**src/rtl/rgmii_idelay_cal.sv**
```systemverilog
// ---------------------------------------------------------------------------
// rgmii_idelay_cal
//
// Calibration controller for the RGMII receive input-delay path. Once the
// delay-control block reports ready, every tap of the delay line is loaded
// in turn. After each load the controller waits for the line to settle,
// then scores the tap with a number of training-pattern comparisons. The
// longest contiguous run of passing taps is kept, and its centre is loaded
// as the final delay. If no run is long enough, or ready never arrives, a
// fixed default tap is loaded and the failure is flagged.
//
// Ports:
//   clk            system clock
//   rst            asynchronous active-high reset
//   start          one-cycle pulse, begins or repeats a calibration
//   idelayctrl_rdy delay-control ready (asynchronous, synchronised here)
//   sample_valid   the pattern checker produced a comparison this cycle
//   sample_ok      that comparison matched (qualified by sample_valid)
//   dly_ld         one-cycle load strobe to the delay primitive
//   dly_cntvalue   tap presented with dly_ld, held between loads
//   cal_busy       calibration in progress
//   cal_done       last calibration succeeded (sticky until next start)
//   cal_fail       last calibration failed (sticky until next start)
//   win_start      first tap of the chosen window
//   win_len        length of the chosen window, 0 on failure
// ---------------------------------------------------------------------------
module rgmii_idelay_cal #(
    parameter int TAP_W         = 5,
    parameter int SETTLE_CYCLES = 8,
    parameter int SAMPLES       = 4,
    parameter int MIN_WINDOW    = 4,
    parameter int DEFAULT_TAP   = 16,
    parameter int RDY_TIMEOUT   = 1024
) (
    input  logic             clk,
    input  logic             rst,
    input  logic             start,
    input  logic             idelayctrl_rdy,
    input  logic             sample_valid,
    input  logic             sample_ok,
    output logic             dly_ld,
    output logic [TAP_W-1:0] dly_cntvalue,
    output logic             cal_busy,
    output logic             cal_done,
    output logic             cal_fail,
    output logic [TAP_W-1:0] win_start,
    output logic [TAP_W:0]   win_len
);

    // Run lengths need one extra bit so a run covering every tap fits.
    localparam int LEN_W = TAP_W + 1;
    localparam int TO_W  = $clog2(RDY_TIMEOUT + 1);
    localparam logic [TAP_W-1:0] TAP_MAX = {TAP_W{1'b1}};

    typedef enum logic [2:0] {
        IDLE,
        WAIT_RDY,
        LOAD,
        SETTLE,
        SAMPLE,
        EVAL,
        APPLY,
        DONE
    } state_t;

    state_t state;
    state_t next_state;

    logic             rdy_meta;
    logic             rdy_sync;
    logic [TAP_W-1:0] tap;
    logic [TO_W-1:0]  timeout_cnt;
    logic [7:0]       settle_cnt;
    logic [7:0]       sample_cnt;
    logic             tap_pass;
    logic [TAP_W-1:0] run_start;
    logic [LEN_W-1:0] run_len;
    logic [TAP_W-1:0] best_start;
    logic [LEN_W-1:0] best_len;
    logic [TAP_W-1:0] cnt_hold;

    logic             abort;
    logic [TAP_W-1:0] eval_start;
    logic [LEN_W-1:0] eval_len;
    logic             eval_close;
    logic             apply_ok;
    logic [TAP_W-1:0] apply_tap;

    // Two-flop synchroniser for the asynchronous ready from IDELAYCTRL.
    always_ff @(posedge clk or posedge rst) begin
        if (rst) begin
            rdy_meta <= 1'b0;
            rdy_sync <= 1'b0;
        end else begin
            rdy_meta <= idelayctrl_rdy;
            rdy_sync <= rdy_meta;
        end
    end

    // State register.
    always_ff @(posedge clk or posedge rst) begin
        if (rst) begin
            state <= IDLE;
        end else begin
            state <= next_state;
        end
    end

    // Next-state logic and the load strobe. Losing ready anywhere in the
    // per-tap loop abandons the sweep, because taps scored while the delay
    // line was not calibrated cannot be trusted.
    always_comb begin
        next_state = state;
        dly_ld     = 1'b0;
        case (state)
            IDLE, DONE: begin
                if (start) begin
                    next_state = WAIT_RDY;
                end
            end
            WAIT_RDY: begin
                if (rdy_sync) begin
                    next_state = LOAD;
                end else if (timeout_cnt == TO_W'(RDY_TIMEOUT - 1)) begin
                    next_state = APPLY;
                end
            end
            LOAD: begin
                dly_ld     = 1'b1;
                next_state = rdy_sync ? SETTLE : WAIT_RDY;
            end
            SETTLE: begin
                if (!rdy_sync) begin
                    next_state = WAIT_RDY;
                end else if (settle_cnt == 8'(SETTLE_CYCLES - 1)) begin
                    next_state = SAMPLE;
                end
            end
            SAMPLE: begin
                if (!rdy_sync) begin
                    next_state = WAIT_RDY;
                end else if (sample_valid && (sample_cnt == 8'(SAMPLES - 1))) begin
                    next_state = EVAL;
                end
            end
            EVAL: begin
                if (!rdy_sync) begin
                    next_state = WAIT_RDY;
                end else if (tap == TAP_MAX) begin
                    next_state = APPLY;
                end else begin
                    next_state = LOAD;
                end
            end
            APPLY: begin
                dly_ld     = 1'b1;
                next_state = DONE;
            end
            default: begin
                next_state = IDLE;
            end
        endcase
    end

    // Run bookkeeping for the tap being evaluated. A passing tap extends
    // (or opens) the current run; the run is closed on a failing tap or at
    // the top tap so that a run reaching the end of the line still counts.
    // The centre uses (len-1)>>1 so it always lies inside the window and
    // therefore never exceeds the top tap.
    always_comb begin
        abort      = 1'b0;
        eval_start = run_start;
        eval_len   = run_len;
        eval_close = 1'b0;
        apply_ok   = 1'b0;
        apply_tap  = TAP_W'(DEFAULT_TAP);

        if ((state == LOAD) || (state == SETTLE) || (state == SAMPLE) || (state == EVAL)) begin
            abort = !rdy_sync;
        end

        if (tap_pass) begin
            eval_len = run_len + LEN_W'(1);
            if (run_len == '0) begin
                eval_start = tap;
            end
        end
        eval_close = !tap_pass || (tap == TAP_MAX);

        apply_ok = (best_len >= LEN_W'(MIN_WINDOW));
        if (apply_ok) begin
            apply_tap = best_start + TAP_W'((best_len - LEN_W'(1)) >> 1);
        end
    end

    // The tap shown to the primitive follows the strobe; between strobes
    // the last loaded value is held.
    always_comb begin
        dly_cntvalue = cnt_hold;
        if (state == LOAD) begin
            dly_cntvalue = tap;
        end else if (state == APPLY) begin
            dly_cntvalue = apply_tap;
        end
    end

    // Counters, run statistics and the sticky status outputs.
    always_ff @(posedge clk or posedge rst) begin
        if (rst) begin
            tap         <= '0;
            timeout_cnt <= '0;
            settle_cnt  <= '0;
            sample_cnt  <= '0;
            tap_pass    <= 1'b1;
            run_start   <= '0;
            run_len     <= '0;
            best_start  <= '0;
            best_len    <= '0;
            cnt_hold    <= TAP_W'(DEFAULT_TAP);
            cal_busy    <= 1'b0;
            cal_done    <= 1'b0;
            cal_fail    <= 1'b0;
            win_start   <= '0;
            win_len     <= '0;
        end else begin
            case (state)
                IDLE, DONE: begin
                    if (start) begin
                        cal_done    <= 1'b0;
                        cal_fail    <= 1'b0;
                        cal_busy    <= 1'b1;
                        tap         <= '0;
                        timeout_cnt <= '0;
                        run_start   <= '0;
                        run_len     <= '0;
                        best_start  <= '0;
                        best_len    <= '0;
                    end
                end
                WAIT_RDY: begin
                    if (!rdy_sync) begin
                        timeout_cnt <= timeout_cnt + TO_W'(1);
                    end
                end
                LOAD: begin
                    cnt_hold   <= tap;
                    settle_cnt <= '0;
                    sample_cnt <= '0;
                    tap_pass   <= 1'b1;
                end
                SETTLE: begin
                    settle_cnt <= settle_cnt + 8'd1;
                end
                SAMPLE: begin
                    if (sample_valid) begin
                        sample_cnt <= sample_cnt + 8'd1;
                        if (!sample_ok) begin
                            tap_pass <= 1'b0;
                        end
                    end
                end
                EVAL: begin
                    if (eval_close) begin
                        // Strictly greater: on a tie the earlier run stays.
                        if (eval_len > best_len) begin
                            best_start <= eval_start;
                            best_len   <= eval_len;
                        end
                        run_len <= '0;
                    end else begin
                        run_start <= eval_start;
                        run_len   <= eval_len;
                    end
                    if (tap != TAP_MAX) begin
                        tap <= tap + TAP_W'(1);
                    end
                end
                APPLY: begin
                    cnt_hold <= apply_tap;
                    cal_busy <= 1'b0;
                    if (apply_ok) begin
                        cal_done  <= 1'b1;
                        win_start <= best_start;
                        win_len   <= best_len;
                    end else begin
                        cal_fail <= 1'b1;
                        win_len  <= '0;
                    end
                end
                default: begin
                end
            endcase

            // Ready loss overrides whatever the loop state was doing and
            // restarts the sweep from the bottom tap.
            if (abort) begin
                tap         <= '0;
                timeout_cnt <= '0;
                run_start   <= '0;
                run_len     <= '0;
                best_start  <= '0;
                best_len    <= '0;
            end
        end
    end

endmodule

```
**config.mk**
```make
export PLATFORM = sky130hd
export DESIGN_NAME = rgmii_idelay_cal
export DESIGN_NICKNAME = d
export VERILOG_FILES = /design/src/rtl/rgmii_idelay_cal.sv
export SDC_FILE = /design/constraint.sdc
export NUM_CORES = 1
export LEC_CHECK = 0
export ABC_AREA = 1
export BUFFER_PORTS_ARGS = -buffer_cell sky130_fd_sc_hd__buf_2
export CELL_PAD_IN_SITES_DETAIL_PLACEMENT = 1
export CELL_PAD_IN_SITES_GLOBAL_PLACEMENT = 1
export CORE_MARGIN = 2
export CORE_UTILIZATION = 43
export CTS_BUF_LIST = sky130_fd_sc_hd__clkbuf_4 sky130_fd_sc_hd__clkbuf_8 sky130_fd_sc_hd__clkbuf_16
export DETAILED_ROUTE_END_ITERATION = 10
export GPL_ROUTABILITY_DRIVEN = 0
export PLACE_DENSITY = 0.78
export RECOVER_POWER = 100
export SKIP_LAST_GASP = 1
export SLEW_MARGIN = 20
export SYNTH_ARGS = -nofsm -noshare
export SYNTH_HDL_FRONTEND = slang
export SYNTH_SLANG_ARGS = --single-unit
export TNS_END_PERCENT = 30
```
**constraint.sdc**
```tcl
create_clock -name clk -period 5.1 [get_ports clk]
set_input_delay 1.02 -clock clk [delete_from_list [all_inputs] [get_ports clk]]
set_output_delay 1.02 -clock clk [all_outputs]
set_load 0.03 [all_outputs]
```
### Word level (Yosys, flattened, before mapping)

Index checks and enable logic that the tools add are counted.
Widths: inputs -> output; s select.

| operators by class | value |
|---|---|
| mux-type cells | 57 |
| $add $sub $neg | 7 |
| multipliers | 0 |
| bitwise operators | 0 |
| equality and inequality tests | 26 |
| reductions and logical operators | 29 |
| order comparisons | 2 |
| shifts and indexed selects | 0 |
| divide/modulo/power cells | 0 |

Operator list:

| cell | number |
|---|---|
| $mux 5 | 13 |
| $mux 6 | 8 |
| $pmux 5 s2 | 4 |
| $mux 11 | 3 |
| $pmux 8 s2 | 2 |
| $mux 3 | 9 |
| $pmux 6 s2 | 2 |
| $pmux 11 s2 | 1 |
| $ne 3x3->1 const B | 7 |
| $pmux 3 s7 | 1 |
| $reduce_and 3->1 | 6 |
| $add 8x1->8 const B | 2 |
| $eq 3x3->1 const B | 4 |
| $add 11x1->11 const B | 1 |
| $eq 11x10->1 const B | 1 |
| $ne 2x2->1 const B | 5 |
| $eq 8x2->1 const B | 1 |
| $eq 8x3->1 const B | 1 |
| $mux 1 | 8 |
| $mux 8 | 1 |
| $pmux 1 s2 | 4 |
| $reduce_and 2->1 | 4 |
| $reduce_and 4->1 | 2 |
| $reduce_bool 2->1 | 4 |
| 19 further kinds | 27 |

| storage, ports and cells | value |
|---|---|
| output and inout port bits | 20 |
| bits in registers | 79 |
| bits in writable memories | 0 |
| bits in latches | 0 |
| bits in read-only memories | 0 |
| memories kept | 0 |

### Logic depth before layout (Yosys ltp)

| logic depth | value |
|---|---|
| depth in word-level cells | 7 |
| mapped depth | 17 |
| gate-level depth less buffers | 15 |

### Least setup slack after synthesis

OpenSTA, ideal clock, no wires.

| timing path | value |
|---|---|
| path type | reg2out |
| start | register best_len[0] |
| end | output dly_cntvalue[1] |
| slack | 1996 ps |
| path buffers | 0 |
| data arrival time | 2084 ps |
| data required time | 4080 ps |
| stages on the path, launching flop included | 8 |
| cell sequence | dfrtp_1 inv_1 ha_1 inv_1 ha_1 inv_1 fa_1 o21ai_0 |

| on the way | value |
|---|---|
| cells in the longest elaborated chain, start to end | 5 |
| elaborated cells between the ends (all ways) | 6 |

Ends and longest elaborated chain:

| what | RTL line | text |
|---|---|---|
| start: declaration | 79 | `logic [LEN_W-1:0] best_len;` |
| start signal: assignment | 267 | `best_len <= eval_len;` |
| $sub 6x1->6 | 192 | `apply_tap = best_start + TAP_W'((best_len - LEN_W'(1)) >> 1);` |
| $add 5x5->5 | 192 |  |
| $mux 5 * | 191 | `if (apply_ok) begin` |
| $mux 5 * | 202 | `end else if (state == APPLY) begin` |
| $mux 5 * | 200 | `if (state == LOAD) begin` |
| end: declaration | 42 | `output logic [TAP_W-1:0] dly_cntvalue,` |

Every way passes the cells marked *; elsewhere a longest branch is shown, timed or not.

### Worst setup path in the final report

| timing path | value |
|---|---|
| start | register state[2] |
| end | output dly_cntvalue[4] |

| on the way | value |
|---|---|
| cells in the longest elaborated chain, start to end | 3 |
| elaborated cells between the ends (all ways) | 4 |

Ends and longest elaborated chain:

| what | RTL line | text |
|---|---|---|
| start: declaration | 66 | `state_t state;` |
| start signal: assignment | 105 | `state <= next_state;` |
| $eq 3x3->1 | 202 |  |
| $mux 5 | 202 |  |
| $mux 5 * | 200 |  |

Marks and branches as above.

==> metrics <==
sequential group share of total power=a little under two fifths; Die X-Extent=around 110 µm; Net Switching=between 800 and 900 µW; diode count=0; CTS tree=built; DP Area=around 4800 µm²; Sequential cell area=1980 µm²; Final Hold Viols=0; CP Max Fanout=13; Vias=slightly above 4000; DR pass1 iterations=4; Seq cells post-synth=between 70 and 80; Total Wirelength=12.2 mm; CORE AREA=just over 10000 µm²; Detailed Place HPWL=approximately 9.1 mm; row count=37; Worst-Skew Late Latency=roughly 0.37 ns; Synth async-reset ratio=100%; clock sinks=just under 80; drt drc=0; final instance area=~5000 µm²; GRT Util Overall=a little under a quarter; I/O Buffers=25; worst hold slack=0.356 ns; Top FF cell, synth=dfrtp_1; Hold Buf Count CTS=0; area of the multi-input gates=between 2000 and 2500 µm²; Mapped Area=~4600 µm²; Die Y=roughly 110 µm; Final ANT Viol Nets=0; Final TNS setup=0 ns; Nets=around 670; outcome=completed; Max-cap violations=0; Internal Pwr Total=about 1.2 mW; Clock Tree Root=clkbuf_8; Clk pin slew, worst setup/hold paths=about 0.090 ns; pwr/cell area=414 nW/µm²; Post-CTS Setup Inserts=0; worst reg2reg path depth=14; Final Skew=slightly below 0.009 ns; syn avg cell area=about 7.5 µm²; Starting Density=44.4%; Switching Fraction=~43%; first-pass GRT wire length=21.3 mm; CTS H-Tree Depth=3; fin util=48.1%; Lkg Pwr=2.50 nW; Setup-failing EPs final=0; initial antenna violation count=0; Crit path required time=4.08 ns; fin cells=783; Worst Setup End Kind=primary output; 1st-iter DRT viols=around 140; Die Footprint=between 10000 and 15000 µm²; worst slew pin tran=between 1 and 1.5 ns; routed len/inst=between 15 and 20 µm; Pwr Total=2.06 mW; drt via density=5.16; hold crit path type=flop to flop; Slew Limit Fails=0; sequential area share after synthesis=43.0%; Clock Path Buffers=2; Yosys warnings=0; Fill cells=about 1400; placed cell count=approximately 770; hold depth=0; RSZ-0062 raised after global routing=no; Slew headroom=roughly 6.4%; combinational power share=between 30% and 40%; I/O pin total=26; grt total ovfl=0; TritonCTS buffer count=9; clock share of power=between 20% and 30%; largest net degree at the start of global routing=a little over 50; Crit Path Category=flop to primary output; Netlist cell types=35; fmax=about 250 MHz; worst path arrival time=2.90 ns; vias in the first global route=4398; period utilisation layout=about three quarters; worst vdd ir=0.151 mV; crit path launch type=flop; Layout area overhead=8.35%; final setup margin=1.18 ns; CTS resizes=0; post-synth net total=between 600 and 700; worst slack at placement=between 1.5 and 2 ns; share of cells above drive strength 1=~5.4%; Post-synth EDFFs=0; Tmin final=~4 ns; Mapped Cells=just over 600
==> kinds of logic (layout without fill, tap and decap cells) <==
family	Yosys count	count (layout)	share of synthesized area, %
and+or+nand+nor	342	342	31.9
DFF	79	79	43.0
xor gates and xnor gates	13	13	2.47
AOI/OAI and AO/OA	70	70	8.57
buffers and inverters	91	123	8.43
adders and majority gates	20	20	5.60
==> state kept, by name, indices dropped and copies added (netlist names), 3 cells and up <==
register     cells
best_start       5
run_start        5
timeout_cnt     11
cnt_hold         5
best_len         6
sample_cnt       8
win_len          6
state            3
run_len          6
tap              5
settle_cnt       8
win_start        5
==> worst paths after layout <==
path                               start               to  slack [ns]
min in group asynchronous            rst     win_start[4]        0.92
worst min register to register  rdy_meta         rdy_sync        0.36
max in group asynchronous            rst     run_start[3]        2.88
worst min-delay path            rdy_meta         rdy_sync        0.36
worst max-delay path            state[2]  dly_cntvalue[4]        1.18
worst max register to register  tap_pass    best_start[1]        1.93
==> placed cells by master (no fill, tap or decap), types with 2 or more instances in the layout <==
cell,Yosys,routed
nand2_1,190,198
xnor2_1,4,4
or2_2,2,2
inv_1,75,78
clkbuf_8,0,11
clkbuf_1,0,21
ha_1,19,19
nor2_1,63,64
nor2_2,4,3
nand3b_1,2,2
dfrtp_1,77,77
clkinvlp_4,0,2
xor2_1,9,9
o22ai_1,4,4
a21oi_1,12,12
a31oi_1,2,2
o21ai_2,3,2
bufinv_16,0,2
o21ai_0,33,40
buf_2,4,4
nand3_1,51,52
a22o_1,2,2
a22oi_1,4,4
nand4_1,8,8
nor3_1,9,9
dfstp_2,2,2
==> worst max-delay path, cell delays in order, from the launching register on <==
cell,delay (ns)
dfrtp_1,0.49
inv_1,0.14
nand2_1,0.39
inv_1,0.24
nand2_1,0.35
inv_1,0.26
a22o_1,0.25
nor2_1,0.14
nand2_1,0.07
clkbuf_1,0.21
==> metal layers <==
metal	up-vias	track usage [%]	wire length [µm]
li1	2006	-	-
met1	1993	27.5	5300
met2	28	43.0	6470
met3	12	4.48	246
met4	0	6.87	155
met5	-	0	0
==> cell type report <==
cell class / instances / area share [%]
Timing Repair Buffer: 26 / 2.13
Tap cell: 136 / 3.41
Multi-Input combinational cell: 445 / 44.0
Clock buffer: 11 / 3.04
Clock inverter: 5 / 1.61
Inverter: 81 / 6.12
Sequential cell: 79 / 39.7
==> cells in the mapped netlist (2+ instances only) <==
cell        n  share of area [%]
o21ai_1     7               0.76
nor3_1      9               0.98
dfrtp_1    77                 42
nor2_2      4               0.54
xnor2_1     4               0.76
a22oi_1     4               0.65
o21ai_2     3               0.57
a21oi_1    12                1.3
nand3b_1    2               0.33
o21ai_0    33                3.6
xor2_1      9                1.7
o22ai_1     4               0.54
nor2_1     63                5.1
or2_2       2               0.27
inv_2       6               0.49
nand2_4     3               0.73
ha_1       19                5.2
buf_2       4               0.44
a22o_1      2               0.38
buf_6       5                1.2
dfstp_2     2                1.1
nand2_2     7               0.95
inv_1      75                6.1
nand2_1   190                 16
nand3_1    51                5.5
nand4_1     8                1.1
a31oi_1     2               0.27
==> power groups by stage <==
stage                     Clock [mW]  Sequential [mW]  Combinational (mW)
after floorplan                    0            0.765               0.646
after global placement             0            0.780               0.760
after detailed placement           0            0.785               0.791
after CTS                      0.563            0.773               0.797
after global routing           0.584            0.780               0.854
final                          0.548            0.770               0.745
Power figures use the tool's default switching activity.
